$ cat config.mk
export PLATFORM = sky130hd
export DESIGN_NAME = mem_arbiter_flat
export DESIGN_NICKNAME = d
export VERILOG_FILES = /design/src/rtl/mem_arbiter_if.sv /design/src/rtl/mem_arbiter.sv /design/src/flat_wrapper.sv
export SDC_FILE = /design/constraint.sdc
export NUM_CORES = 1
export LEC_CHECK = 0
export BUFFER_PORTS_ARGS = -buffer_cell sky130_fd_sc_hd__buf_2
export CAP_MARGIN = 40
export CORE_UTILIZATION = 41
export DETAILED_ROUTE_END_ITERATION = 8
export PLACE_DENSITY = 0.72
export SLEW_MARGIN = 40
export SYNTH_ARGS = -nofsm -noshare
export SYNTH_HDL_FRONTEND = slang
export SYNTH_SLANG_ARGS = --single-unit
export TNS_END_PERCENT = 5
$ cat constraint.sdc
create_clock -name clk -period 1.3 [get_ports clk]
set_input_delay 0.26 -clock clk [delete_from_list [all_inputs] [get_ports clk]]
set_output_delay 0.26 -clock clk [all_outputs]
set_load 0.1 [all_outputs]
$ cat src/rtl/mem_arbiter_if.sv
// Requester and memory-side signals of the two-master memory arbiter.
// slave = arbiter side, master = requesters plus memory.
interface mem_arbiter_if #(
    parameter int ADDR_W = 16,
    parameter int DATA_W = 16
);
    logic              req_i;
    logic [ADDR_W-1:0] addr_i;
    logic              ack_i;
    logic [DATA_W-1:0] rdata_i;
    logic              req_d;
    logic              rw_d;
    logic [ADDR_W-1:0] addr_d;
    logic [DATA_W-1:0] wdata_d;
    logic              ack_d;
    logic [DATA_W-1:0] rdata_d;
    logic              mem_en;
    logic              mem_we;
    logic [ADDR_W-1:0] mem_addr;
    logic [DATA_W-1:0] mem_wdata;
    logic [DATA_W-1:0] mem_rdata;
    logic              busy;

    modport slave (
        input  req_i, addr_i, req_d, rw_d, addr_d, wdata_d, mem_rdata,
        output ack_i, rdata_i, ack_d, rdata_d,
        output mem_en, mem_we, mem_addr, mem_wdata, busy
    );

    modport master (
        output req_i, addr_i, req_d, rw_d, addr_d, wdata_d, mem_rdata,
        input  ack_i, rdata_i, ack_d, rdata_d,
        input  mem_en, mem_we, mem_addr, mem_wdata, busy
    );
endinterface

$ cat src/rtl/mem_arbiter.sv
// Round-robin arbiter sharing one single-port memory between
// instruction fetch and data accesses; all outputs registered.
module mem_arbiter #(
    parameter int ADDR_W  = 16,
    parameter int DATA_W  = 16,
    parameter int MEM_LAT = 2
) (
    input  logic            clk,
    input  logic            rst,
    mem_arbiter_if.slave    bus
);
    localparam int CW = (MEM_LAT > 1) ? $clog2(MEM_LAT) : 1;

    typedef enum logic [1:0] {IDLE, ACCESS, RESP} state_t;

    state_t            state, state_n;
    logic [CW-1:0]     cnt, cnt_n;
    logic              last_d, last_d_n;
    logic              win_d, win_d_n;
    logic              grant_d;
    logic              en_n, we_n, busy_n;
    logic              ack_i_n, ack_d_n;
    logic [ADDR_W-1:0] addr_n;
    logic [DATA_W-1:0] wdata_n;
    logic [DATA_W-1:0] rdata_i_n, rdata_d_n;

    // On a tie, data wins only if fetch went last
    assign grant_d = bus.req_d && (!bus.req_i || !last_d);

    always_ff @(posedge clk) begin
        if (rst) state <= IDLE;
        else     state <= state_n;
    end

    always_comb begin
        state_n   = state;
        cnt_n     = cnt;
        last_d_n  = last_d;
        win_d_n   = win_d;
        en_n      = bus.mem_en;
        we_n      = bus.mem_we;
        addr_n    = bus.mem_addr;
        wdata_n   = bus.mem_wdata;
        busy_n    = bus.busy;
        ack_i_n   = 1'b0;
        ack_d_n   = 1'b0;
        rdata_i_n = bus.rdata_i;
        rdata_d_n = bus.rdata_d;
        unique case (state)
            IDLE: begin
                busy_n = 1'b0;
                if (bus.req_i || bus.req_d) begin
                    state_n  = ACCESS;
                    win_d_n  = grant_d;
                    last_d_n = grant_d;
                    en_n     = 1'b1;
                    busy_n   = 1'b1;
                    cnt_n    = CW'(MEM_LAT - 1);
                    if (grant_d) begin
                        we_n    = bus.rw_d;
                        addr_n  = bus.addr_d;
                        wdata_n = bus.wdata_d;
                    end else begin
                        we_n    = 1'b0;
                        addr_n  = bus.addr_i;
                        wdata_n = '0;
                    end
                end
            end
            ACCESS: begin
                if (cnt == '0) begin
                    state_n = RESP;
                    en_n    = 1'b0;
                    we_n    = 1'b0;
                    if (win_d) begin
                        ack_d_n = 1'b1;
                        if (!bus.mem_we) rdata_d_n = bus.mem_rdata;
                    end else begin
                        ack_i_n   = 1'b1;
                        rdata_i_n = bus.mem_rdata;
                    end
                end else begin
                    cnt_n = cnt - CW'(1);
                end
            end
            RESP: begin
                state_n = IDLE;
                busy_n  = 1'b0;
            end
            default: state_n = IDLE;
        endcase
    end

    always_ff @(posedge clk) begin
        if (rst) begin
            cnt           <= '0;
            last_d        <= 1'b1;
            win_d         <= 1'b0;
            bus.mem_en    <= 1'b0;
            bus.mem_we    <= 1'b0;
            bus.mem_addr  <= '0;
            bus.mem_wdata <= '0;
            bus.busy      <= 1'b0;
            bus.ack_i     <= 1'b0;
            bus.ack_d     <= 1'b0;
            bus.rdata_i   <= '0;
            bus.rdata_d   <= '0;
        end else begin
            cnt           <= cnt_n;
            last_d        <= last_d_n;
            win_d         <= win_d_n;
            bus.mem_en    <= en_n;
            bus.mem_we    <= we_n;
            bus.mem_addr  <= addr_n;
            bus.mem_wdata <= wdata_n;
            bus.busy      <= busy_n;
            bus.ack_i     <= ack_i_n;
            bus.ack_d     <= ack_d_n;
            bus.rdata_i   <= rdata_i_n;
            bus.rdata_d   <= rdata_d_n;
        end
    end
endmodule

$ cat src/flat_wrapper.sv
// flat-port wrapper written by rule: the top's interface ports become plain ports
module mem_arbiter_flat 
#(
    parameter int ADDR_W  = 16,
    parameter int DATA_W  = 16,
    parameter int MEM_LAT = 2
)
  (clk, rst, bus_req_i, bus_addr_i, bus_req_d, bus_rw_d, bus_addr_d, bus_wdata_d, bus_mem_rdata, bus_ack_i, bus_rdata_i, bus_ack_d, bus_rdata_d, bus_mem_en, bus_mem_we, bus_mem_addr, bus_mem_wdata, bus_busy);
  mem_arbiter_if #(.ADDR_W(ADDR_W), .DATA_W(DATA_W)) bus_i ();
  input  logic clk;
  input  logic rst;
  input wire logic [$bits(bus_i.req_i)-1:0] bus_req_i;
  input wire logic [$bits(bus_i.addr_i)-1:0] bus_addr_i;
  input wire logic [$bits(bus_i.req_d)-1:0] bus_req_d;
  input wire logic [$bits(bus_i.rw_d)-1:0] bus_rw_d;
  input wire logic [$bits(bus_i.addr_d)-1:0] bus_addr_d;
  input wire logic [$bits(bus_i.wdata_d)-1:0] bus_wdata_d;
  input wire logic [$bits(bus_i.mem_rdata)-1:0] bus_mem_rdata;
  output wire logic [$bits(bus_i.ack_i)-1:0] bus_ack_i;
  output wire logic [$bits(bus_i.rdata_i)-1:0] bus_rdata_i;
  output wire logic [$bits(bus_i.ack_d)-1:0] bus_ack_d;
  output wire logic [$bits(bus_i.rdata_d)-1:0] bus_rdata_d;
  output wire logic [$bits(bus_i.mem_en)-1:0] bus_mem_en;
  output wire logic [$bits(bus_i.mem_we)-1:0] bus_mem_we;
  output wire logic [$bits(bus_i.mem_addr)-1:0] bus_mem_addr;
  output wire logic [$bits(bus_i.mem_wdata)-1:0] bus_mem_wdata;
  output wire logic [$bits(bus_i.busy)-1:0] bus_busy;
  assign bus_i.req_i = bus_req_i;
  assign bus_i.addr_i = bus_addr_i;
  assign bus_i.req_d = bus_req_d;
  assign bus_i.rw_d = bus_rw_d;
  assign bus_i.addr_d = bus_addr_d;
  assign bus_i.wdata_d = bus_wdata_d;
  assign bus_i.mem_rdata = bus_mem_rdata;
  assign bus_ack_i = bus_i.ack_i;
  assign bus_rdata_i = bus_i.rdata_i;
  assign bus_ack_d = bus_i.ack_d;
  assign bus_rdata_d = bus_i.rdata_d;
  assign bus_mem_en = bus_i.mem_en;
  assign bus_mem_we = bus_i.mem_we;
  assign bus_mem_addr = bus_i.mem_addr;
  assign bus_mem_wdata = bus_i.mem_wdata;
  assign bus_busy = bus_i.busy;
  mem_arbiter #(.ADDR_W(ADDR_W), .DATA_W(DATA_W), .MEM_LAT(MEM_LAT)) u_core (.clk(clk), .rst(rst), .bus(bus_i));
endmodule
==> impl_metrics.yaml <==
synth:
  synth-adder-area-share: 0
  synth_area_leader_cell: "dfxtp_1"
  synth_nets: 378
  ys_types: 30
  synth_top_family_by_area: "simple AND/OR/NAND/NOR gates"
  synth_top_area_share: 0.5137
  synth_area_um2: 2884
  yosysSeqAreaShare: 0.5137
  synth_area_leaders: "dfxtp_1 (51%), nand2_1 (9.1%), nand2b_1 (7.2%), a21oi_1 (6.4%), mux2i_1 (5.9%)"
  synthMuxAreaShare: 0.05900
  yosys_warnings: 0
  yosys.area_share.xor_xnor: 0
  synthSimpleGateAreaFrac: 0.2065
  avgSynthCellArea_um2: 9.333
  synth_compound_area_frac: 0.1787
  synth_cells: 309
  ys_seq_elements: 74
floorplan:
  start_util: 0.4245
  die-area_um2: 7374
  num_rows: 30
  coreArea_um2: 6794
  ios: 138
  fp.dieH_um: 85.87
  die_x_um: 85.87
setup_path:
  cp-end-kind: "register"
  critPathLaunchType: "register"
  critPathKind: "reg2reg"
  crit_arrival_ns: 1.70
  worstPathMaxFanout: 10
  required_ns: 1.57
status:
  outcome: "finished, violations left"
  violations: "setup timing"
pwr:
  power.internal_mw: 4.269
  p_clk_frac: 0.267
  powerDensity_nw_per_um2: 1342
  finalPower_mw: 6.773
  cellLeakagePower_nw: 2.059
  power_frac_seq: 0.383
  switching_share: 0.3696
  combPwrFrac: 0.349
  p_sw_mw: 2.503
  peakVddDrop_mv: 0.8957
finish:
  nNetsFinal: 524
  final_util: 0.7427
  diodes: 0
  area_delta_synth_final_pct: 74.97
  drive_gt1_frac: 0.4109
  final_cell_mix: "buf_12 (71), nand2_1 (70), dfxtp_1 (70)"
  final_common_cell: "buf_12"
  nFillCells: 473
clock_tree:
  clock-sinks: 74
  cts_buffers: 9
  clock_latency_ns: 0.35
  clk_pin_slew_ns: 0.08
  cts_tree: "done"
  htree_levels: 3
  postCtsHoldBufs: 0
  root_buffer: "clkbuf_8"
  clk_path_buf_depth: 2
route:
  ant_nets: 0
  first_pass_iters: 5
  wl_um: 7459
  wl_per_cell_um: 13.42
  dr.first_iter.drc_count: 80
  drc: 0
  via_count: 2733
  vias_per_cell: 4.915
sta:
  finalHoldViolCount: 0
  slew_headroom: 0.8019
  clock_skew_ns: 0.01373
  setup_ws_ns: -0.1379
  fmax_mhz: 695.5
  min_period_ns: 1.438
  slew_viol_final: 0
  holdWs_ns: 0.1291
  setup_viol: 49
  grt_setup_unrepaired: "true"
  worst_slew_pin_slew_ns: 0.2961
  timing.final.crit_share: 1.106
place:
  place_ws_ns: -0.1753
  dp_hpwl_um: 5679
  io_buffer_count: 137
  finalWeightedCongestion: 0.8409
global_route:
  grtUsageTotal: 0.2104
  grt_start_max_net_pins: 32
  grt_pass1_vias: 2648
  grt_pass1_wl_um: 12180
  antenna_found_initial: 0
  grt_overflow: 0
worst_hold_path:
  hp-class: "in2reg"
run:
  max-cap-violations: 0
through the flow:
step | cell area, um^2 | instances | TNS [ns]
detailed placement | 4793 | 540 | -4.090
global placement | 4793 | 540 | -1.994
floorplan | 2888 | 309 | -3.738
finish | 5046 | 556 | -3.435
global route | 5046 | 556 | -6.492
CTS | 5021 | 556 | -3.645
cell families (layout without fill, tap and decap cells):
logic type	count (synthesis)	count (layout)
compound gates	75	75
buf+inv	23	174
simple gates	120	120
flops	74	74
mux	17	17
worst max-delay path, cell delays in order, from the launching register on:
cell and delay, ns:
dfxtp_2 0.35, or3b_4 0.39, nor3b_4 0.21, buf_6 0.20
mux2i_1 0.21
power groups by stage:
stage / Combinational, mW / Clock (mW) / Sequential, mW
6_report: 2.37 / 1.81 / 2.59
3_5_place_dp: 2.34 / 0 / 2.65
5_1_grt: 2.47 / 1.97 / 2.61
2_1_floorplan: 0.428 / 0 / 3.60
3_3_place_gp: 2.31 / 0 / 2.63
4_1_cts: 2.36 / 1.85 / 2.59
sequential cells by signal, indices dropped and copies added (netlist names):
| name | count |
|---|---|
| u_core.last_d | 1 |
| u_core.bus.mem_en | 1 |
| u_core.bus.rdata_d | 16 |
| u_core.cnt | 1 |
| u_core.bus.mem_we | 1 |
| u_core.win_d | 1 |
| u_core.bus.ack_i | 1 |
| u_core.bus.rdata_i | 16 |
| u_core.bus.busy | 1 |
| u_core.bus.mem_addr | 16 |
| u_core.bus.ack_d | 1 |
| u_core.bus.mem_wdata | 16 |
| u_core.state | 2 |
what timing repair did:
| action | in CTS | in global routing |
|---|---|---|
| resized for setup | 9 | 6 |
| endpoints found under the setup margin | 61 | 66 |
| pin swaps | 9 | 0 |
| setup buffers | 0 | 0 |
Yosys cell counts:
| cell type | instances |
|---|---|
| a221o_1 | 1 |
| nor2_1 | 5 |
| a21oi_2 | 1 |
| or2_2 | 1 |
| nor3_2 | 1 |
| or2b_1 | 1 |
| or2_1 | 1 |
| dfxtp_1 | 74 |
| nand2b_1 | 33 |
| buf_6 | 1 |
| nor4b_2 | 1 |
| or3b_4 | 1 |
| or4b_1 | 1 |
| nand4b_1 | 1 |
| nor2b_1 | 1 |
| a21boi_2 | 1 |
| a21oi_1 | 37 |
| a311oi_1 | 16 |
| buf_2 | 9 |
| a21bo_2 | 1 |
| nand3b_1 | 1 |
| mux2i_1 | 17 |
| nor3b_2 | 1 |
| o21ai_0 | 2 |
| and2_1 | 1 |
| nand2_1 | 70 |
| buf_12 | 1 |
| buf_1 | 1 |
| a22o_1 | 16 |
| clkbuf_1 | 11 |
routing by layer:
layer  wire, um  share of wire  vias to the layer above  track usage
met4        109          0.015                        0      0.07879
met1       3013           0.40                     1261       0.2336
met3        539          0.072                       11      0.06833
li1           -              -                     1361            -
met2       3797           0.51                      100       0.3737
met5          0              0                        -            0
layout make-up:
cell class                      instances  area [um^2]  share of cell area
Sequential cell                        74         1486              0.2946
Clock buffer                           11        141.4             0.02802
Clock inverter                          5        62.56             0.01240
Tap cell                               96        120.1             0.02380
Multi-Input combinational cell        212         1309              0.2594
Timing Repair Buffer                  158         1927              0.3819
path summary, 6_finish.rpt:
path | slack, ns | cells past startpoint | start | end
worst min register to register | 0.50 | 2 | u_core.bus.rdata_i[0] | u_core.bus.rdata_i[0]
worst min-delay path | 0.13 | 2 | bus_wdata_d[5] | u_core.bus.mem_wdata[5]
worst max-delay path | -0.14 | 4 | u_core.state[1] | u_core.bus.rdata_d[4]
worst max register to register | -0.14 | 4 | u_core.state[1] | u_core.bus.rdata_d[4]
No activity file was read; power rests on OpenSTA's default activity.
